--- src/rtl/response_analyzer.sv ---
// MBIST read-side checker: two-stage compare pipeline feeding a saturating error
// counter, sticky fail/overflow flags and a first-word-fall-through fail log.
module response_analyzer #(
   parameter int DW        = 8,
   parameter int AW        = 8,
   parameter int LOG_DEPTH = 4,
   parameter int CNT_W     = 16
) (
   input  logic             clk,
   input  logic             rst,
   input  logic             sbmt_in,
   input  logic             end_in,
   input  logic             cmp_vld_in,
   input  logic [AW-1:0]    addr_in,
   input  logic [DW-1:0]    data_in,
   input  logic [DW-1:0]    ptrn_in,
   input  logic             log_rd_in,
   output logic             busy_out,
   output logic             done_out,
   output logic             fail_out,
   output logic             ovf_out,
   output logic [CNT_W-1:0] err_cnt_out,
   output logic             log_vld_out,
   output logic [AW-1:0]    log_addr_out,
   output logic [DW-1:0]    log_syn_out
);
   localparam int PW = (LOG_DEPTH > 1) ? $clog2(LOG_DEPTH) : 1;
   localparam int CW = $clog2(LOG_DEPTH + 1);
   localparam logic [CNT_W-1:0] CNT_MAX  = '1;
   localparam logic [CW-1:0]    LOG_FULL = CW'(LOG_DEPTH);

   typedef enum logic [2:0] {
      ST_IDLE,
      ST_RUN,
      ST_DRAIN1,
      ST_DRAIN2,
      ST_DONE
   } state_t;

   state_t            state_q, state_d;
   logic              s1_vld_q, s1_vld_d;
   logic [AW-1:0]     s1_addr_q, s1_addr_d;
   logic [DW-1:0]     s1_syn_q, s1_syn_d;
   logic [CNT_W-1:0]  err_cnt_q, err_cnt_d;
   logic              fail_q, fail_d;
   logic              ovf_q, ovf_d;
   logic [PW-1:0]     wr_ptr_q, wr_ptr_d;
   logic [PW-1:0]     rd_ptr_q, rd_ptr_d;
   logic [CW-1:0]     log_cnt_q, log_cnt_d;
   logic [AW-1:0]     log_addr_mem [LOG_DEPTH];
   logic [DW-1:0]     log_syn_mem  [LOG_DEPTH];

   logic accept, miss, full, pop, push, drop;

   // Session state: sbmt_in restarts from anywhere, DRAIN holds two cycles so
   // a word accepted alongside end_in retires before DONE.
   always_comb begin
      state_d = state_q;
      if (sbmt_in) begin
         state_d = ST_RUN;
      end else begin
         case (state_q)
            ST_RUN:    if (end_in) state_d = ST_DRAIN1;
            ST_DRAIN1: state_d = ST_DRAIN2;
            ST_DRAIN2: state_d = ST_DONE;
            default:   state_d = state_q;
         endcase
      end
   end

   always_comb begin
      accept = (state_q == ST_RUN) && cmp_vld_in && !sbmt_in;
      miss   = s1_vld_q && (s1_syn_q != '0);
      full   = (log_cnt_q == LOG_FULL);
      pop    = log_rd_in && (log_cnt_q != '0) && !sbmt_in;
      push   = miss && (!full || pop) && !sbmt_in;
      drop   = miss && full && !pop && !sbmt_in;

      s1_vld_d  = accept;
      s1_addr_d = s1_addr_q;
      s1_syn_d  = s1_syn_q;
      if (accept) begin
         s1_addr_d = addr_in;
         s1_syn_d  = data_in ^ ptrn_in;
      end

      err_cnt_d = err_cnt_q;
      if (miss && (err_cnt_q != CNT_MAX)) err_cnt_d = err_cnt_q + CNT_W'(1);
      fail_d = fail_q | miss;
      ovf_d  = ovf_q | drop;

      wr_ptr_d  = push ? wr_ptr_q + PW'(1) : wr_ptr_q;
      rd_ptr_d  = pop  ? rd_ptr_q + PW'(1) : rd_ptr_q;
      log_cnt_d = log_cnt_q;
      case ({push, pop})
         2'b10:   log_cnt_d = log_cnt_q + CW'(1);
         2'b01:   log_cnt_d = log_cnt_q - CW'(1);
         default: log_cnt_d = log_cnt_q;
      endcase

      if (sbmt_in) begin
         err_cnt_d = '0;
         fail_d    = 1'b0;
         ovf_d     = 1'b0;
         wr_ptr_d  = '0;
         rd_ptr_d  = '0;
         log_cnt_d = '0;
      end
   end

   always_ff @(posedge clk or negedge rst) begin
      if (!rst) begin
         state_q   <= ST_IDLE;
         s1_vld_q  <= 1'b0;
         err_cnt_q <= '0;
         fail_q    <= 1'b0;
         ovf_q     <= 1'b0;
         wr_ptr_q  <= '0;
         rd_ptr_q  <= '0;
         log_cnt_q <= '0;
      end else begin
         state_q   <= state_d;
         s1_vld_q  <= s1_vld_d;
         err_cnt_q <= err_cnt_d;
         fail_q    <= fail_d;
         ovf_q     <= ovf_d;
         wr_ptr_q  <= wr_ptr_d;
         rd_ptr_q  <= rd_ptr_d;
         log_cnt_q <= log_cnt_d;
      end
   end

   // Datapath storage carries no reset; its validity is tracked by s1_vld_q
   // and log_cnt_q.
   always_ff @(posedge clk) begin
      s1_addr_q <= s1_addr_d;
      s1_syn_q  <= s1_syn_d;
      if (push) begin
         log_addr_mem[wr_ptr_q] <= s1_addr_q;
         log_syn_mem[wr_ptr_q]  <= s1_syn_q;
      end
   end

   always_comb begin
      busy_out     = (state_q == ST_RUN) || (state_q == ST_DRAIN1) ||
                     (state_q == ST_DRAIN2);
      done_out     = (state_q == ST_DONE);
      fail_out     = fail_q;
      ovf_out      = ovf_q;
      err_cnt_out  = err_cnt_q;
      log_vld_out  = (log_cnt_q != '0);
      log_addr_out = log_vld_out ? log_addr_mem[rd_ptr_q] : '0;
      log_syn_out  = log_vld_out ? log_syn_mem[rd_ptr_q]  : '0;
   end

endmodule

--- config.mk ---
export PLATFORM = sky130hd
export DESIGN_NAME = response_analyzer
export DESIGN_NICKNAME = d
export VERILOG_FILES = /design/src/rtl/response_analyzer.sv
export SDC_FILE = /design/constraint.sdc
export NUM_CORES = 1
export LEC_CHECK = 0
export ABC_AREA = 1
export CORE_ASPECT_RATIO = 0.7
export CORE_MARGIN = 2
export CORE_UTILIZATION = 54
export CTS_BUF_LIST = sky130_fd_sc_hd__clkbuf_16
export DETAILED_ROUTE_END_ITERATION = 8
export GPL_ROUTABILITY_DRIVEN = 0
export GPL_TIMING_DRIVEN = 0
export PLACE_DENSITY = 0.79
export SLEW_MARGIN = 10
export SYNTH_ARGS = -nofsm -noshare
export SYNTH_HDL_FRONTEND = slang
export SYNTH_SLANG_ARGS = --single-unit
export TNS_END_PERCENT = 100
--- constraint.sdc ---
create_clock -name clk -period 2.2 [get_ports clk]
set_input_delay 0.33 -clock clk [delete_from_list [all_inputs] [get_ports clk]]
set_output_delay 0.33 -clock clk [all_outputs]
set_load 0.02 [all_outputs]
# Word-level counts from Yosys, hierarchy flattened
# Memories as Yosys holds them, arrays and structs flattened.
# Index checks and enable logic that the tools add are counted.
# classes
eq_ne	9
n_reduce_logical	25
bitwise	3
mux	17
addsub	5
# op_table
operator	count
16-bit 2-to-1 mux	2
16-bit by 1-bit adder with 16-bit output, second input constant	1
8-bit 2-to-1 mux	2
16-bit inequality test, second input constant	1
1-bit logical AND	11
3-bit 2-to-1 mux	3
3-bit one-hot mux with 3 select lines	1
2-bit 2-to-1 mux	4
8-bit nonzero test	1
8-bit bitwise XOR	1
3-bit by 2-bit equality test with 1-bit output, second input constant	2
3-bit equality test, second input constant	2
3-bit one-hot mux with 2 select lines	1
2-bit nonzero test	3
3-bit nonzero test	2
2-bit by 1-bit adder with 2-bit output, second input constant	2
1-bit 2-to-1 mux	4
4-bit nonzero test	1
3-bit by 1-bit adder with 3-bit output, second input constant	1
3-bit by 1-bit equality test with 1-bit output, second input constant	1
1-bit logical NOT	3
1-bit logical OR	3
3-bit inequality test, second input constant	1
3-bit by 1-bit subtractor with 3-bit output, second input constant	1
4 further kinds	5
# totals
mem_count	2
ff_bits	45
in_bits	30
ram_bits	64
elab_cells	71
# memory_table
memory	words	word_bits	rd	rd_clocked_by_memory_dff	wr	line_no	rtl
log_addr_mem	4	8	1	0	1	50	logic [AW-1:0] log_addr_mem [LOG_DEPTH];
log_syn_mem	4	8	1	0	1	51	logic [DW-1:0] log_syn_mem [LOG_DEPTH];

# Depth between registers and ports, before layout
# Gate-level depths: netlist (run 1).
# logic_depth
ltp_word	9
mapped_depth	13
mapped_depth_nobuf	13

# Worst setup path before layout (run 1)
# OpenSTA, ideal clock, no wires.
# synth_path
path_kind	flip-flop to flip-flop
startpoint	reg s1_syn_q[7]
endpoint	mem log_addr_mem[0][0] (enable)
required_time_ns	1.811
n_path_buf	0
stages_incl_launch_ff	7
path_slack_ns	0.164
t_arrival_ns	1.647
cell_sequence	edfxtp_1 nor2_1 nand2_1 nor2_1 nor2_2 nand3_1 nor2_1
# synth_between
elab_chain_len	6
# synth_lines
item	line_no	rtl
start, declared	43	logic [DW-1:0] s1_syn_q, s1_syn_d;
start signal, assigned	137	s1_syn_q <= s1_syn_d;
8-bit nonzero test	73	miss = s1_vld_q && (s1_syn_q != '0);
1-bit logical AND	73	
1-bit logical AND (2 in series)	76	push = miss && (!full || pop) && !sbmt_in;
1-bit 2-to-1 mux	138	if (push) begin
1-bit 2-to-1 mux (implied by the code)	139	log_addr_mem[wr_ptr_q] <= s1_addr_q;
end, declared	50	
# No other way between the ends.

# Worst setup path in the final report (run 1)
# layout_path
startpoint	reg rd_ptr_q[0]
endpoint	out log_addr_out[2]
# layout_between
elab_chain_len	2
# layout_lines
item	line_no	rtl
start, declared	48	logic [PW-1:0] rd_ptr_q, rd_ptr_d;
start signal, assigned	128	rd_ptr_q <= rd_ptr_d;
memory 4 x 8 bit	n/a	
8-bit 2-to-1 mux	152	log_addr_out = log_vld_out ? log_addr_mem[rd_ptr_q] : '0;
end, declared	24	output logic [AW-1:0] log_addr_out,
# No other way between the ends.

==> impl_metrics.ini, run 1 <==
[status]
status = finished clean

[die]
die_w_um = 116.8
rows = 28
dieHeight_um = 82.95
die-area_sq_um = 9687
core-area_sq_um = 8548
initial_utilization_pct = 56.25
ioPinCount = 67

[logic_synthesis]
synth.yosys.warnings = 0
synthArstFlopShare_pct = 26.61
yosys.area.top_type = edfxtp_1
syn_avg_cell_area_sq_um = 10.48
ys_seq_area_share_pct = 65.05
synth_commonest_cells = nor2_1, edfxtp_1, nand2_1
syn_nets = 495
synthTopCellsByArea = edfxtp_1, dfrtp_1, nor2_1, nand2_1, o21ai_0
synthFlopType = edfxtp_1
synth_seq_cells = 109
syn_inst = 459
yosysMostFrequentCell = nor2_1
netlist_area_sq_um = 4808
synth_cell_types = 28
synth_top_area_share_pct = 49.96
synth-edff-count = 80

[power]
power_frac_comb_pct = 26.0
power_leakage_nw = 2.288
ir_drop_uv = 582.6
pwr-share-clk_pct = 30.4
switching_share_pct = 30.84
switchingPower_mw = 1.701
power_density_nw_per_um2 = 913.8
power.share.sequential_pct = 43.6
intPower_mw = 3.816
power.total_mw = 5.518

[routing]
dr.first_iter.drc_count = 296
drc = 0
drt_wl_total_um = 10750
vias_per_cell = 5.423
num_vias = 3606
wl_per_cell_um = 16.16
drtAntennaViolNets = 0
dr.pass1.iters = 5

[critical_path]
cp_data_required_time_ns = 1.87
crit_fanout = 10
startpoint_type = flip-flop
crit_type = flip-flop to primary output
cp.arrival_ns = 1.75
end_kind = primary output

[sta]
min_period_ns = 2.084
hold_viol = 0
maxSlewViolCount = 0
slew_headroom_pct = 54.07
fin_skew_ns = 0.006647
worst_slack_ns = 0.1161
tightest_slew_ns = 0.6889
fmax_mhz = 479.9
rsz0062_at_grt = yes
finalSetupTns_ns = 0
period_share_pct = 94.72
hold_slack_ns = 0.02758
finalSetupViolCount = 0

[cts]
clockBufferDepth = 2
insertion_delay_ns = 0.34
cts_tree = built
clock_sinks = 109
cts_setup_buffers = 0
root_buffer = clkbuf_16
holdBufCountCts = 0
numCtsBuffers = 9
cts.clk_slew.worst_paths_ns = 0.07
cts.htree.levels = 3

[global_route]
overflow = 0
grt_max_degree = 30
use_met1_pct = 32.80
grt_use_met3_pct = 5.985
grt_busiest_layer = met2
use_met2_pct = 36.21
grt_pass1_vias = 3507
antenna_found_initial = 0
grt_pass1_wl_um = 17230
grt_use_total_pct = 23.45

[finish]
fin_cells = 665
areaGrowthSynthToFinish_pct = 25.58
finish.net_count = 576
drive_gt1_share_pct = 13.76
fill_cells = 630
diodes = 0

[min_path]
worstHoldPathType = input port to asynchronous set/reset pin

[placement]
io_buffers = 66
dp_cells = 650
pre_cts_ws_ns = -0.3383
dpl.hpwl_um = 7420

[flow_run]
timing.max_cap.violations = 0
==> kinds of logic (layout without fill, tap and decap cells) <==
group           Yosys count  in the layout  share of synthesized area [%]
simple gates            210            210                          18.58
flops                   109            109                          65.05
compound gates           73             73                          7.885
buf+inv                  46            132                          4.033
xor+xnor                 15             15                          2.732
fa+ha+maj                 6              6                          1.717
==> worst paths after layout <==
kind                              startpoint                 end  slack, ns  cells past startpoint
worst max-delay path             rd_ptr_q[0]     log_addr_out[2]       0.12                      5
worst min-delay path                     rst     err_cnt_out[13]       0.03                      1
worst max register to register  log_cnt_q[1]        log_cnt_q[2]       0.13                     12
worst min register to register  s1_addr_q[6]  log_addr_mem[0][6]       0.50                      0
max in group asynchronous                rst         rd_ptr_q[0]       1.69                      1
min in group clk                s1_addr_q[6]  log_addr_mem[0][6]       0.50                      0
==> cells in the final DEF, fill, tap and decap left out, types with 6 or more instances in the layout <==
master,count
inv_1,26
nand4_1,8
o21ai_1,8
edfxtp_1,80
nand3_1,23
o21ai_0,39
clkbuf_16,9
a21oi_1,21
buf_2,6
nor2_1,95
nand2_1,61
clkdlybuf4s50_1,49
clkbuf_2,8
dfrtp_1,27
xor2_1,12
==> power by group through the flow <==
| stage | Sequential [mW] | Clock [mW] | Combinational, mW |
|---|---|---|---|
| floorplan | 2.41 | 0 | 0.820 |
| global placement | 2.42 | 0 | 1.43 |
| detailed placement | 2.43 | 0 | 1.48 |
| CTS | 2.40 | 1.70 | 1.43 |
| global route | 2.42 | 1.78 | 1.56 |
| finish | 2.40 | 1.68 | 1.44 |
==> layer usage <==
layer  part of all wire (%)  routed length (um)
met2                     48                5158
met4                    1.3                 140
met1                     43                4643
met3                    7.5                 805
met5                      0                   0
==> flip-flops by register name (all words and copies together), names as in the netlist <==
signal        cells
err_cnt_out      16
fail_out          1
log_addr_mem     32
log_cnt_q         3
log_syn_mem      32
ovf_out           1
rd_ptr_q          2
s1_addr_q         8
s1_syn_q          8
s1_vld_q          1
state_q           3
wr_ptr_q          2
==> final cells by class <==
| cell class | instances | area [sq um] | share of cell area, % |
|---|---|---|---|
| timing repair buffer | 71 | 676.9 | 11.21 |
| tap | 120 | 150.1 | 2.487 |
| multi-input combinational | 304 | 1543 | 25.55 |
| inverter | 30 | 116.4 | 1.927 |
| clock inverter | 7 | 90.09 | 1.492 |
| clock buffer | 9 | 225.2 | 3.730 |
| sequential | 109 | 3131 | 51.84 |
| buffer | 15 | 106.4 | 1.761 |
==> worst max-delay path: stages, from the launching register on <==
cell and delay (ns):
dfrtp_2 0.45, inv_2 0.14, clkbuf_4 0.23, o21ai_0 0.12
a21oi_1 0.14, dlygate4sd2_1 0.34
==> metrics by stage <==
stage	util (%)	instance area [sq um]
CTS	70.55	6031
global placement	65.73	5619
global route	70.64	6038
floorplan	-	4808
finish	70.64	6038
detailed placement	66.70	5702
==> repair_timing <==
action,CTS,global route
pin swaps,0,2
endpoints found under the setup margin,16,73
resized for setup,47,32
(Power assumes the default switching activity.)
==> inputs of run 2 (changes only) <==
--- a/config.mk
+++ b/config.mk
@@ -10,6 +10,7 @@
 export CORE_MARGIN = 2
 export CORE_UTILIZATION = 54
 export CTS_BUF_LIST = sky130_fd_sc_hd__clkbuf_16
+export CTS_CLUSTER_DIAMETER = 60
 export DETAILED_ROUTE_END_ITERATION = 8
 export GPL_ROUTABILITY_DRIVEN = 0
 export GPL_TIMING_DRIVEN = 0
==> constraint.sdc (replaced) <==
create_clock -name clk -period 2 [get_ports clk]
set_input_delay 0.3 -clock clk [delete_from_list [all_inputs] [get_ports clk]]
set_output_delay 0.3 -clock clk [all_outputs]
set_load 0.02 [all_outputs]
==> run 2 against run 1 <==
Effect of this change:
- largest power group unchanged
- first-iteration DRC count grew 6.4%
- the run now ends with hold timing left
- critical path type unchanged
- routed wire length rose by 5.4%
- power rose by 16%
- critical path depth up 1
- highest routed layer unchanged
- count of clock-buffer cells in the layout unchanged
==> impl_metrics.ini, run 2 (synthesis results as in run 1) <==
[status]
status = finished, violations left
failed_checks = hold timing

[critical_path]
crit_top_cell = nor2_1
critPathSlowestCell = dfrtp_2
path_delay_family = flip-flops
r2r_end = log_cnt_q[2]
crit_fanout = 10
cp.arrival_ns = 1.67
worstSetupStartpoint = rd_ptr_q[0]
worst-path-buf-inv = 2
crit_type = flip-flop to primary output
end_kind = primary output
r2r_cells = 12
regToRegSetupSlack_ns = 0.07
cp_data_required_time_ns = 1.70
critPathMaxStageDelay_ns = 0.49
path_cells = buf_8 -> nor2_1 -> nor2_1 -> o21ai_1 -> a21oi_1 -> buf_4
worstReg2RegStart = log_cnt_q[0]
startpoint_type = flip-flop

[cts]
insertion_delay_ns = 0.35
holdBufCountCts = 0
root_buffer = clkbuf_16
cts_tree = built
clock_sinks = 109
cts.clk_slew.worst_paths_ns = 0.07
numCtsBuffers = 9
cts.htree.levels = 3
clockBufferDepth = 2

[die]
core-area_sq_um = 8548
die-area_sq_um = 9687
rows = 28
die_w_um = 116.8
dieHeight_um = 82.95
initial_utilization_pct = 56.25
ioPinCount = 67

[sta]
tightest_slew_ns = 0.6944
rsz0062_at_grt = yes
hold_slack_ns = -0.003676
slew_headroom_pct = 53.71
finalSetupTns_ns = 0
hold_viol = 11
finalSetupViolCount = 0
fin_skew_ns = 0.006644
period_share_pct = 98.35
min_period_ns = 1.967
maxSlewViolCount = 0
fmax_mhz = 508.4

[flow_run]
timing.max_cap.violations = 0

[finish]
drive_gt1_share_pct = 18.75
fin_cells = 680
finish.net_count = 591
diodes = 0
fill_cells = 591
mostFrequentLayoutCell = nor2_1
layout_common_cells = nor2_1, edfxtp_1, nand2_1, clkdlybuf4s50_1, o21ai_0
areaGrowthSynthToFinish_pct = 30.37

[power]
ir_drop_uv = 649.4
power.total_mw = 6.385
power_leakage_nw = 2.383
power_density_nw_per_um2 = 1019

[global_route]
grt_use_total_pct = 23.85
grt_pass1_vias = 3576
grt_pass1_wl_um = 17520
overflow = 0
antenna_found_initial = 0
grt_max_degree = 30

[placement]
dp_cells = 650
dpl.hpwl_um = 7420
io_buffers = 66

[routing]
dr.first_iter.drc_count = 315
drc = 0
drt_wl_total_um = 11330
drtAntennaViolNets = 0
dr.pass1.iters = 5
vias_per_cell = 5.528
num_vias = 3759
wl_per_cell_um = 16.66

[min_path]
worstHoldPathType = input port to asynchronous set/reset pin
-- run 2: changes by cell type in the layout (fill, tap and decap cells not counted), sizes merged --
cell,previous run,this run
buf,19,46
clkbuf,22,16
dlygate4sd2,3,0
clkdlybuf4s15,2,0
clkdlybuf4s50,49,48
clkinv,5,6
inv,29,28
-- run 2: cell type report --
cell class | count | area (sq um) | area share [%]
well taps | 120 | 150.1 | 2.395
inverters | 30 | 121.4 | 1.936
flip-flops and latches | 109 | 3132 | 49.96
plain buffers | 15 | 161.4 | 2.575
clock inverters | 7 | 90.09 | 1.437
clock buffers | 9 | 225.2 | 3.593
multi-input cells | 304 | 1593 | 25.41
repair buffers | 86 | 795.8 | 12.69
-- run 2: worst max-delay path by stage --
stage                          to  slack [ns]  cells past startpoint
2_1_floorplan  log_addr_mem[0][0]       -0.04                      6
3_3_place_gp   log_addr_mem[0][1]       -1.07                      5
3_5_place_dp   log_addr_mem[0][1]       -0.51                      6
4_1_cts            log_syn_out[6]      -0.007                      6
5_1_grt            log_syn_out[4]       -0.03                      5
6_report           log_syn_out[6]        0.03                      6
-- run 2: metal layers --
layer	part of all wire, %	GRT usage [%]	vias up	routed length, um
li1	-	-	1755	-
met1	43	33.43	1811	4825
met2	48	37.15	169	5450
met3	7.5	5.839	24	850
met4	1.8	7.166	0	201
met5	0	0	-	0
-- run 2: repair_timing --
item,CTS,global route
gates resized for setup,97,48
buffers inserted,5,10
endpoints found under the setup margin,81,42
hold endpoints to repair,0,0
pin swaps,7,18
-- run 2: per-stage QoR --
| step | instance area (sq um) | setup WS, ns | utilization (%) |
|---|---|---|---|
| floorplan | 4808 | -0.03600 | - |
| global placement | 5619 | -1.073 | 65.73 |
| detailed placement | 5702 | -0.5083 | 66.70 |
| CTS | 6158 | -0.006738 | 72.04 |
| global route | 6269 | -0.02846 | 73.33 |
| finish | 6269 | 0.03305 | 73.33 |
-- run 2: power breakdown --
group	switching (mW)	internal [mW]	leakage, nW
Clock	0.772	1.09	0.153
Sequential	0.103	2.54	1.11
Combinational	1.11	0.766	1.12
Total	1.98	4.40	2.38
==> inputs of run 3 (changes only) <==
--- a/config.mk
+++ b/config.mk
@@ -8,13 +8,13 @@
 export ABC_AREA = 1
 export CORE_ASPECT_RATIO = 0.7
 export CORE_MARGIN = 2
-export CORE_UTILIZATION = 54
+export CORE_UTILIZATION = 49
 export CTS_BUF_LIST = sky130_fd_sc_hd__clkbuf_16
 export CTS_CLUSTER_DIAMETER = 60
 export DETAILED_ROUTE_END_ITERATION = 8
 export GPL_ROUTABILITY_DRIVEN = 0
 export GPL_TIMING_DRIVEN = 0
-export PLACE_DENSITY = 0.79
+export PLACE_DENSITY = 0.76
 export SLEW_MARGIN = 10
 export SYNTH_ARGS = -nofsm -noshare
 export SYNTH_HDL_FRONTEND = slang
==> constraint.sdc (replaced) <==
create_clock -name clk -period 1.6 [get_ports clk]
set_input_delay 0.24 -clock clk [delete_from_list [all_inputs] [get_ports clk]]
set_output_delay 0.24 -clock clk [all_outputs]
set_load 0.02 [all_outputs]
==> run 3 against run 2 <==
Effect of this change:
- the flow finishes with violations (setup timing)
- worst hold slack better by 0.44 ns
- clock skew is 0.0018 ns higher
- count of clock-buffer cells in the layout stayed put
- global-route usage is 1.7 points higher
- clock power grew 26%
- critical endpoint is now log_syn_out[5]
- largest cell class unchanged
- highest routed layer unchanged
==> impl_metrics.ini, run 3 (synthesis results as in run 1) <==
[finish]
postLayoutCellArea_sq_um = 6815
mostFrequentLayoutCell = nor2_1
fill_cells = 649
final_util_pct = 70.92
diodes = 0
areaGrowthSynthToFinish_pct = 41.74
finish.net_count = 617
drive_gt1_share_pct = 28.84
layout_common_cells = nor2_1, edfxtp_1, buf_4, nand2_1, clkdlybuf4s50_1

[power]
ir_drop_uv = 691.8
power.share.sequential_pct = 38.7
intPower_mw = 5.823
power_frac_comb_pct = 33.8
switchingPower_mw = 2.696
switching_share_pct = 31.64
power_density_nw_per_um2 = 1250
power_leakage_nw = 2.716
pwr-share-clk_pct = 27.5
power.total_mw = 8.519

[status]
status = finished, violations left
failed_checks = setup timing

[sta]
rsz0062_at_grt = yes
hold_viol = 0
period_share_pct = 120.0
slew_headroom_pct = 54.32
fin_skew_ns = 0.008480
tightest_slew_ns = 0.6852
maxSlewViolCount = 0
fmax_mhz = 520.8
finalSetupViolCount = 83
min_period_ns = 1.920
worst_slack_ns = -0.3200

[critical_path]
cp.arrival_ns = 1.68
crit_type = flip-flop to primary output
startpoint_type = flip-flop
cp_data_required_time_ns = 1.36
end_kind = primary output
crit_fanout = 10

[routing]
drt_wl_total_um = 13250
dr.first_iter.drc_count = 425
drc = 0
drtAntennaViolNets = 0
dr.pass1.iters = 5
num_vias = 3973
wl_per_cell_um = 18.56
vias_per_cell = 5.564

[min_path]
worstHoldPathType = input port to flip-flop

[cts]
root_buffer = clkbuf_16
cts.clk_slew.worst_paths_ns = 0.07
insertion_delay_ns = 0.35
numCtsBuffers = 9
cts.htree.levels = 3
clockBufferDepth = 2
clock_sinks = 109
cts_tree = built

[global_route]
overflow = 0
grt_max_degree = 30
grt_use_total_pct = 25.58
grt_pass1_vias = 3857
grt_pass1_wl_um = 20100
antenna_found_initial = 0

[flow_run]
timing.max_cap.violations = 0

[die]
rows = 30
core-area_sq_um = 9609
die-area_sq_um = 10630
ioPinCount = 67
die_w_um = 122.4
initial_utilization_pct = 50.04
dieHeight_um = 86.88

[placement]
io_buffers = 66
dpl_cell_area_sq_um = 5699
dpl.hpwl_um = 7231
## run 3: stage by stage
step / TNS [ns] / hold WS, ns / cells / setup WS, ns
after floorplan: -0.2694 / -0.05559 / 459 / -0.2129
after global placement: -79.00 / 0.4806 / 653 / -0.8051
after detailed placement: -73.89 / 0.3122 / 653 / -0.8256
after CTS: -6.374 / 0.4361 / 709 / -0.2685
after global routing: -17.16 / 0.4361 / 714 / -0.3730
final: -8.850 / 0.4386 / 714 / -0.3200
## run 3: layout make-up
type / instances / area, sq um / area share, %
buffer: 15 / 171.4 / 2.515
clock buffer: 9 / 225.2 / 3.305
clock inverter: 7 / 88.84 / 1.303
tap: 128 / 160.2 / 2.350
multi-input combinational: 304 / 1780 / 26.12
timing repair buffer: 112 / 1120 / 16.43
inverter: 30 / 135.1 / 1.983
sequential: 109 / 3134 / 45.99
## run 3: final timing paths
kind                                    from            endpoint  slack, ns  cells after the start
worst max-delay path            log_cnt_q[0]      log_syn_out[5]      -0.32                      7
worst min-delay path              addr_in[4]        s1_addr_q[4]       0.44                      1
worst max register to register  log_cnt_q[0]        log_cnt_q[2]      -0.28                     12
worst min register to register  s1_addr_q[6]  log_addr_mem[2][6]       0.52                      0
max in group asynchronous                rst        log_cnt_q[1]       0.63                      2
min in group asynchronous                rst     err_cnt_out[14]       0.47                      2
## run 3: worst max-delay path, stage by stage, from the launching register on
cell        delay, ns
dfrtp_2          0.44
nor2_4           0.18
nand2_4          0.11
buf_12           0.13
clkinvlp_4       0.10
buf_8            0.14
a21oi_1          0.06
buf_4            0.17
## run 3: timing repair
action / in CTS / in global routing
gates resized for setup: 179 / 73
endpoints found under the hold margin: 29 / 0
endpoints found under the setup margin: 131 / 103
buffers inserted: 36 / 8
hold buffers: 1 / 0
gates cloned: 4 / 0
pin swaps: 35 / 23
## run 3: power by group through the flow
stage          combinational, mW  sequential [mW]  clock (mW)
3_5_place_dp                2.08             3.34           0
2_1_floorplan               1.18             3.32           0
6_report                    2.88             3.30        2.34
5_1_grt                     3.07             3.31        2.46
4_1_cts                     2.45             3.29        2.36
3_3_place_gp                2.05             3.33           0
## run 3: routing by layer
metal	vias up	routed length (um)	global-route usage (%)	part of all wire, %
met2	220	6478	41.72	49
met3	35	1139	6.741	8.6
met4	0	321	8.986	2.4
li1	1805	-	-	-
met1	1913	5312	33.48	40
met5	-	0	0	0
